$ cat src/rtl/fpga_rst_seq_if.sv
// Reset-sequencer subsystem bundle: per-stage ready inputs and the
// sequencer's per-stage resets plus completion/fault status.
//   rdy_i       : per-stage ready from the subsystems
//   rst_o       : per-stage active-high reset to the subsystems
//   done_o      : every stage released and ready
//   err_o       : sticky stage-timeout flag
//   err_stage_o : index of the stage that timed out
// master = sequencer side, slave = subsystem / observer side.
interface fpga_rst_seq_if #(
  parameter int unsigned NUM_STAGES = 3
) ();

  logic [NUM_STAGES-1:0] rdy_i;
  logic [NUM_STAGES-1:0] rst_o;
  logic                  done_o;
  logic                  err_o;
  logic [3:0]            err_stage_o;

  modport master (
    input  rdy_i,
    output rst_o,
    output done_o,
    output err_o,
    output err_stage_o
  );

  modport slave (
    output rdy_i,
    input  rst_o,
    input  done_o,
    input  err_o,
    input  err_stage_o
  );

endinterface

$ cat src/rtl/fpga_rst_seq.sv
// Staged reset sequencer: after srst_in/areset release, deasserts one
// subsystem reset at a time, DLY_CYCLES after the previous stage reported
// ready, and re-holds everything with a sticky error if a stage times out.
//   clk     : PLL output clock (sole clock)
//   areset  : asynchronous active-high reset
//   srst_in : synchronous active-high reset, already in the clk domain
//   bus     : master side of fpga_rst_seq_if (rdy_i in; rst_o/done_o/
//             err_o/err_stage_o out, all registered)
module fpga_rst_seq #(
  parameter int unsigned NUM_STAGES     = 3,
  parameter int unsigned DLY_CYCLES     = 16,
  parameter int unsigned TIMEOUT_CYCLES = 1024,
  parameter int unsigned CNT_W          = 16
) (
  input  logic           clk,
  input  logic           areset,
  input  logic           srst_in,
  fpga_rst_seq_if.master bus
);

  localparam int unsigned IDX_W = (NUM_STAGES > 1) ? $clog2(NUM_STAGES) : 1;

  localparam logic [CNT_W-1:0] DLY_LAST = CNT_W'(DLY_CYCLES - 1);
  localparam logic [CNT_W-1:0] TMO_LAST = CNT_W'(TIMEOUT_CYCLES - 1);
  localparam logic [IDX_W-1:0] IDX_LAST = IDX_W'(NUM_STAGES - 1);
  localparam bit               TMO_EN   = (TIMEOUT_CYCLES != 0);

  typedef enum logic [2:0] {
    S_HOLD  = 3'd0,
    S_DELAY = 3'd1,
    S_WAIT  = 3'd2,
    S_DONE  = 3'd3,
    S_FAULT = 3'd4
  } state_t;

  state_t                state_q, state_d;
  logic [IDX_W-1:0]      idx_q, idx_d;
  logic [CNT_W-1:0]      cnt_q, cnt_d;
  logic [CNT_W-1:0]      tcnt_q, tcnt_d;
  logic [NUM_STAGES-1:0] rst_q, rst_d;
  logic                  done_q, done_d;
  logic                  err_q, err_d;
  logic [3:0]            err_stage_q, err_stage_d;

  // One-hot select of the current stage; avoids a variable bit-select that
  // would be zero-width when NUM_STAGES is 1.
  logic [NUM_STAGES-1:0] sel_c;
  logic                  rdy_sel_c;

  assign sel_c     = NUM_STAGES'(1) << idx_q;
  assign rdy_sel_c = |(bus.rdy_i & sel_c);

  // State and output registers
  always_ff @(posedge clk or posedge areset) begin
    if (areset) begin
      state_q     <= S_HOLD;
      idx_q       <= '0;
      cnt_q       <= '0;
      tcnt_q      <= '0;
      rst_q       <= '1;
      done_q      <= 1'b0;
      err_q       <= 1'b0;
      err_stage_q <= '0;
    end else begin
      state_q     <= state_d;
      idx_q       <= idx_d;
      cnt_q       <= cnt_d;
      tcnt_q      <= tcnt_d;
      rst_q       <= rst_d;
      done_q      <= done_d;
      err_q       <= err_d;
      err_stage_q <= err_stage_d;
    end
  end

  // Next-state and counter logic; srst_in overrides every state
  always_comb begin
    state_d = state_q;
    idx_d   = idx_q;
    cnt_d   = cnt_q;
    tcnt_d  = tcnt_q;
    if (srst_in) begin
      state_d = S_HOLD;
      idx_d   = '0;
      cnt_d   = '0;
      tcnt_d  = '0;
    end else begin
      case (state_q)
        S_HOLD: begin
          state_d = S_DELAY;
          idx_d   = '0;
          cnt_d   = '0;
        end
        S_DELAY: begin
          if (cnt_q == DLY_LAST) begin
            state_d = S_WAIT;
            tcnt_d  = '0;
          end else begin
            cnt_d = cnt_q + CNT_W'(1);
          end
        end
        S_WAIT: begin
          // Ready wins over a timeout landing on the same edge
          if (rdy_sel_c) begin
            if (idx_q == IDX_LAST) begin
              state_d = S_DONE;
            end else begin
              state_d = S_DELAY;
              idx_d   = idx_q + IDX_W'(1);
              cnt_d   = '0;
            end
          end else if (TMO_EN) begin
            if (tcnt_q == TMO_LAST) begin
              state_d = S_FAULT;
            end else begin
              tcnt_d = tcnt_q + CNT_W'(1);
            end
          end
        end
        S_DONE:  state_d = S_DONE;
        S_FAULT: state_d = S_FAULT;
        default: state_d = S_HOLD;
      endcase
    end
  end

  // Next registered outputs, derived from the state being entered
  always_comb begin
    rst_d       = rst_q;
    done_d      = 1'b0;
    err_d       = 1'b0;
    err_stage_d = '0;
    case (state_d)
      S_HOLD:  rst_d = '1;
      S_DONE: begin
        rst_d  = '0;
        done_d = 1'b1;
      end
      S_FAULT: begin
        rst_d       = '1;
        err_d       = 1'b1;
        err_stage_d = 4'(idx_d);
      end
      S_DELAY, S_WAIT: begin
        // Released bits only ever clear here; they never re-assert singly
        if (state_q == S_DELAY && state_d == S_WAIT) begin
          rst_d = rst_q & ~sel_c;
        end
      end
      default: rst_d = '1;
    endcase
  end

  assign bus.rst_o       = rst_q;
  assign bus.done_o      = done_q;
  assign bus.err_o       = err_q;
  assign bus.err_stage_o = err_stage_q;

endmodule

$ cat src/flat_wrapper.sv
// flat-port wrapper written by rule: the top's interface ports become plain ports
module fpga_rst_seq_flat 
#(
  parameter int unsigned NUM_STAGES     = 3,
  parameter int unsigned DLY_CYCLES     = 16,
  parameter int unsigned TIMEOUT_CYCLES = 1024,
  parameter int unsigned CNT_W          = 16
)
  (clk, areset, srst_in, bus_rdy_i, bus_rst_o, bus_done_o, bus_err_o, bus_err_stage_o);
  fpga_rst_seq_if #(.NUM_STAGES(NUM_STAGES)) bus_i ();
  input  logic clk;
  input  logic areset;
  input  logic srst_in;
  input wire logic [$bits(bus_i.rdy_i)-1:0] bus_rdy_i;
  output wire logic [$bits(bus_i.rst_o)-1:0] bus_rst_o;
  output wire logic [$bits(bus_i.done_o)-1:0] bus_done_o;
  output wire logic [$bits(bus_i.err_o)-1:0] bus_err_o;
  output wire logic [$bits(bus_i.err_stage_o)-1:0] bus_err_stage_o;
  assign bus_i.rdy_i = bus_rdy_i;
  assign bus_rst_o = bus_i.rst_o;
  assign bus_done_o = bus_i.done_o;
  assign bus_err_o = bus_i.err_o;
  assign bus_err_stage_o = bus_i.err_stage_o;
  fpga_rst_seq #(.NUM_STAGES(NUM_STAGES), .DLY_CYCLES(DLY_CYCLES), .TIMEOUT_CYCLES(TIMEOUT_CYCLES), .CNT_W(CNT_W)) u_core (.clk(clk), .areset(areset), .srst_in(srst_in), .bus(bus_i));
endmodule
$ cat config.mk
export PLATFORM = sky130hd
export DESIGN_NAME = fpga_rst_seq_flat
export DESIGN_NICKNAME = d
export VERILOG_FILES = /design/src/rtl/fpga_rst_seq_if.sv /design/src/rtl/fpga_rst_seq.sv /design/src/flat_wrapper.sv
export SDC_FILE = /design/constraint.sdc
export NUM_CORES = 1
export LEC_CHECK = 0
export ABC_CLOCK_PERIOD_IN_PS = 4540
export CAP_MARGIN = 20
export CORE_MARGIN = 10
export CORE_UTILIZATION = 30
export DETAILED_ROUTE_END_ITERATION = 16
export DONT_BUFFER_PORTS = 1
export PLACE_DENSITY = 0.55
export SETUP_SLACK_MARGIN = 0.1
export SYNTH_ARGS = -nofsm -noshare
export SYNTH_HDL_FRONTEND = slang
export SYNTH_SLANG_ARGS = --single-unit
$ cat constraint.sdc
create_clock -name clk -period 4.54 [get_ports clk]
set_input_delay 0.227 -clock clk [delete_from_list [all_inputs] [get_ports clk]]
set_output_delay 0.227 -clock clk [all_outputs]
set_load 0.005 [all_outputs]
==> impl_metrics.ini <==
[logic_synthesis]
synth_area_leaders = dfrtp_1 43%, xnor2_1 6.9%, nor2_1 5.0%
synth_edf_count = 0
yosysUniqueCellTypes = 44
ys_ff_latch = 44
ys.flop_type = dfrtp_1
synth_warnings = 0
ys_seq_area_share_pct = 46.0
synth_top_cell_area_share_pct = 42.7
syn_inst = 267
netlist_area_um2 = 2400
synth_area_per_cell_um2 = 9.00
synth_async_sr_flop_share_pct = 100
synth_top_area_cell = dfrtp_1

[detailed_routing]
firstDrtPassIters = 5
num_vias = 1898
drt_drc_violations_left = 0
drt-initial-drc-count = 160
wirelength_um = 5260
wl_per_cell_um = 14.2
vias_per_cell = 5.14
final_antenna_net_count = 0

[die]
die_y_um = 109
die_x_um = 109
dieArea_um2 = 12000
start_util_pct = 30.9
fp.coreArea_um2 = 7770
num_rows = 32
ios = 15

[timing]
worst_pin_slew_ns = 0.908
setup_violations = 0
tns_ns = 0
rsz0062_at_grt = no
layout_min_cycle_time_ns = 2.39
hold_viol = 0
whs_ns = 0.00316
slew_viol_final = 0
slew-limit-headroom_pct = 39.4
fin_crit_sh_pct = 52.7
max_freq_mhz = 418
worst_clock_skew_ns = 0.00733

[status]
outcome = finished clean

[cts]
cts_tree = done
cts_resized = 0
cts.path.max_buffers = 2
insertion_delay_ns = 0.30
cts-htree-levels = 2
cts_root_buf = clkbuf_8
post_cts_buffers = 0
postCtsHoldBufs = 1
clkTransAtPathRegs_ns = 0.08
cts_buffers = 5
cts_sinks = 44

[global_route]
track_usage_pct = 9.22
use_met3_pct = 2.40
grt_pass1_vias = 1885
use_met1_pct = 12.0
grt_pass1_wl_um = 9090
grt_max_degree = 45
met2_usage_pct = 14.1
antenna_found_initial = 0
top_usage_layer = met2
overflow = 0

[layout]
diodes = 0
utilization_pct = 33.2
flow.area_growth_from_synthesis_pct = 7.50
final_area_um2 = 2580
layout-drive-gt1-share_pct = 7.49
nets = 277
stdcell_count = 369

[critical_path]
cp.required_ns = 4.76
slowest_stage = or4_1
criticalPathCategory = register to register
path_cells = inv_1 -> ha_1 -> a222oi_1 -> buf_4 -> nand2_2 -> a21o_1 -> or4_1 -> a21oi_1
critical_path_buf_inv_count = 2
cp_max_fo = 11
arrival_ns = 2.61
max_stage_delay_ns = 0.53
crit_family = compound AO/OA/AOI/OAI gates
start_kind = register
endpoint_kind = register

[place]
io_buffers = 0
place_hpwl_um = 3670
placed_cell_area_um2 = 2480
dp.cells = 359
gp_congestion = 0.792

[flow_run]
drv_cap = 0

[power_and_ir_drop]
power_density_nw_per_um2 = 256
leakage_nw = 1.00
peakVddDrop_mv = 0.129

[hold_path]
hp-class = input pin to asynchronous set/reset pin
[Yosys cell counts, types with 2 or more instances]
library cell	number
dfstp_2	3
nor2_1	32
nand2_1	25
a21o_1	2
and4_1	3
inv_1	9
nand4b_1	2
a31o_2	3
o21ai_0	13
nand2b_1	3
nand3_1	16
dfrtp_1	41
nand4_1	6
nor3_1	9
nor4_1	9
a21oi_1	13
clkbuf_1	8
and2_1	2
xnor2_1	19
and3_1	9
o31ai_1	4
ha_1	5
buf_4	2
or4_1	3
a211oi_1	4
nor3b_1	2
or3_1	3
[registers in the layout, indices dropped and copies added (netlist names)]
| register | flops |
|---|---|
| u_core.cnt_q | 16 |
| u_core.bus.err_o | 1 |
| u_core.tcnt_q | 16 |
| u_core.idx_q | 2 |
| u_core.state_q | 3 |
| u_core.bus.err_stage_o | 2 |
| u_core.bus.done_o | 1 |
| u_core.bus.rst_o | 3 |
[where the power goes]
| part | internal (mW) | switching, mW | leakage (nW) |
|---|---|---|---|
| clock | 0.108 | 0.130 | 0.0422 |
| combinational | 0.00623 | 0.0207 | 0.360 |
| sequential | 0.393 | 0.00208 | 0.601 |
[cell type report]
type                            count  area, µm²
Tap cell                          102        128
Inverter                            9       33.8
Sequential cell                    44       1100
Multi-Input combinational cell    203       1210
Fill cell                         800       5180
Clock buffer                        7       76.3
Clock inverter                      1       5.00
Timing Repair Buffer                3       27.5
[cells by family (layout without fill, tap and decap cells)]
| family | after synthesis | after routing | share of synthesized area, % |
|---|---|---|---|
| adders and majority gates | 5 | 5 | 2.60 |
| DFF | 44 | 44 | 46.0 |
| other | 1 | 2 | 0.156 |
| AOI/OAI and AO/OA | 45 | 45 | 11.9 |
| and+or+nand+nor | 131 | 131 | 28.1 |
| buffers and inverters | 21 | 20 | 3.91 |
| xor gates and xnor gates | 20 | 20 | 7.29 |
[path summary, 6_finish.rpt]
kind	to	cells after the start	start	slack [ns]
max reg2reg	u_core.tcnt_q[15]	8	u_core.idx_q[1]	2.15
max in group asynchronous	u_core.idx_q[0]	1	areset	3.97
min	u_core.cnt_q[12]	1	areset	0.003
min reg2reg	u_core.cnt_q[0]	1	u_core.cnt_q[0]	0.52
max	u_core.tcnt_q[15]	8	u_core.idx_q[1]	2.15
min in group clk	u_core.state_q[2]	1	srst_in	0.02
[placed cells by master, fill, tap and decap left out, types with 8 or more instances in the layout]
| master | count |
|---|---|
| nand3_1 | 16 |
| and3_1 | 9 |
| o21ai_0 | 13 |
| nand2_1 | 25 |
| nor3_1 | 9 |
| xnor2_1 | 19 |
| dfrtp_1 | 41 |
| nor4_1 | 9 |
| nor2_1 | 32 |
| a21oi_1 | 13 |
| inv_1 | 8 |
[routing by layer]
metal	part of all wire [%]	up-vias	wire (µm)
met5	0	-	0
met4	1.8	0	92
met3	5.3	6	278
met2	44	38	2340
met1	48	915	2550
li1	-	939	-
[through the flow]
step	power [mW]	worst slack, ns
finish	0.660	2.15
global route	0.689	1.90
CTS	0.669	2.12
detailed placement	0.428	2.14
global placement	0.428	2.15
floorplan	0.423	2.04
Note: power is estimated with default switching activity, not from simulation.
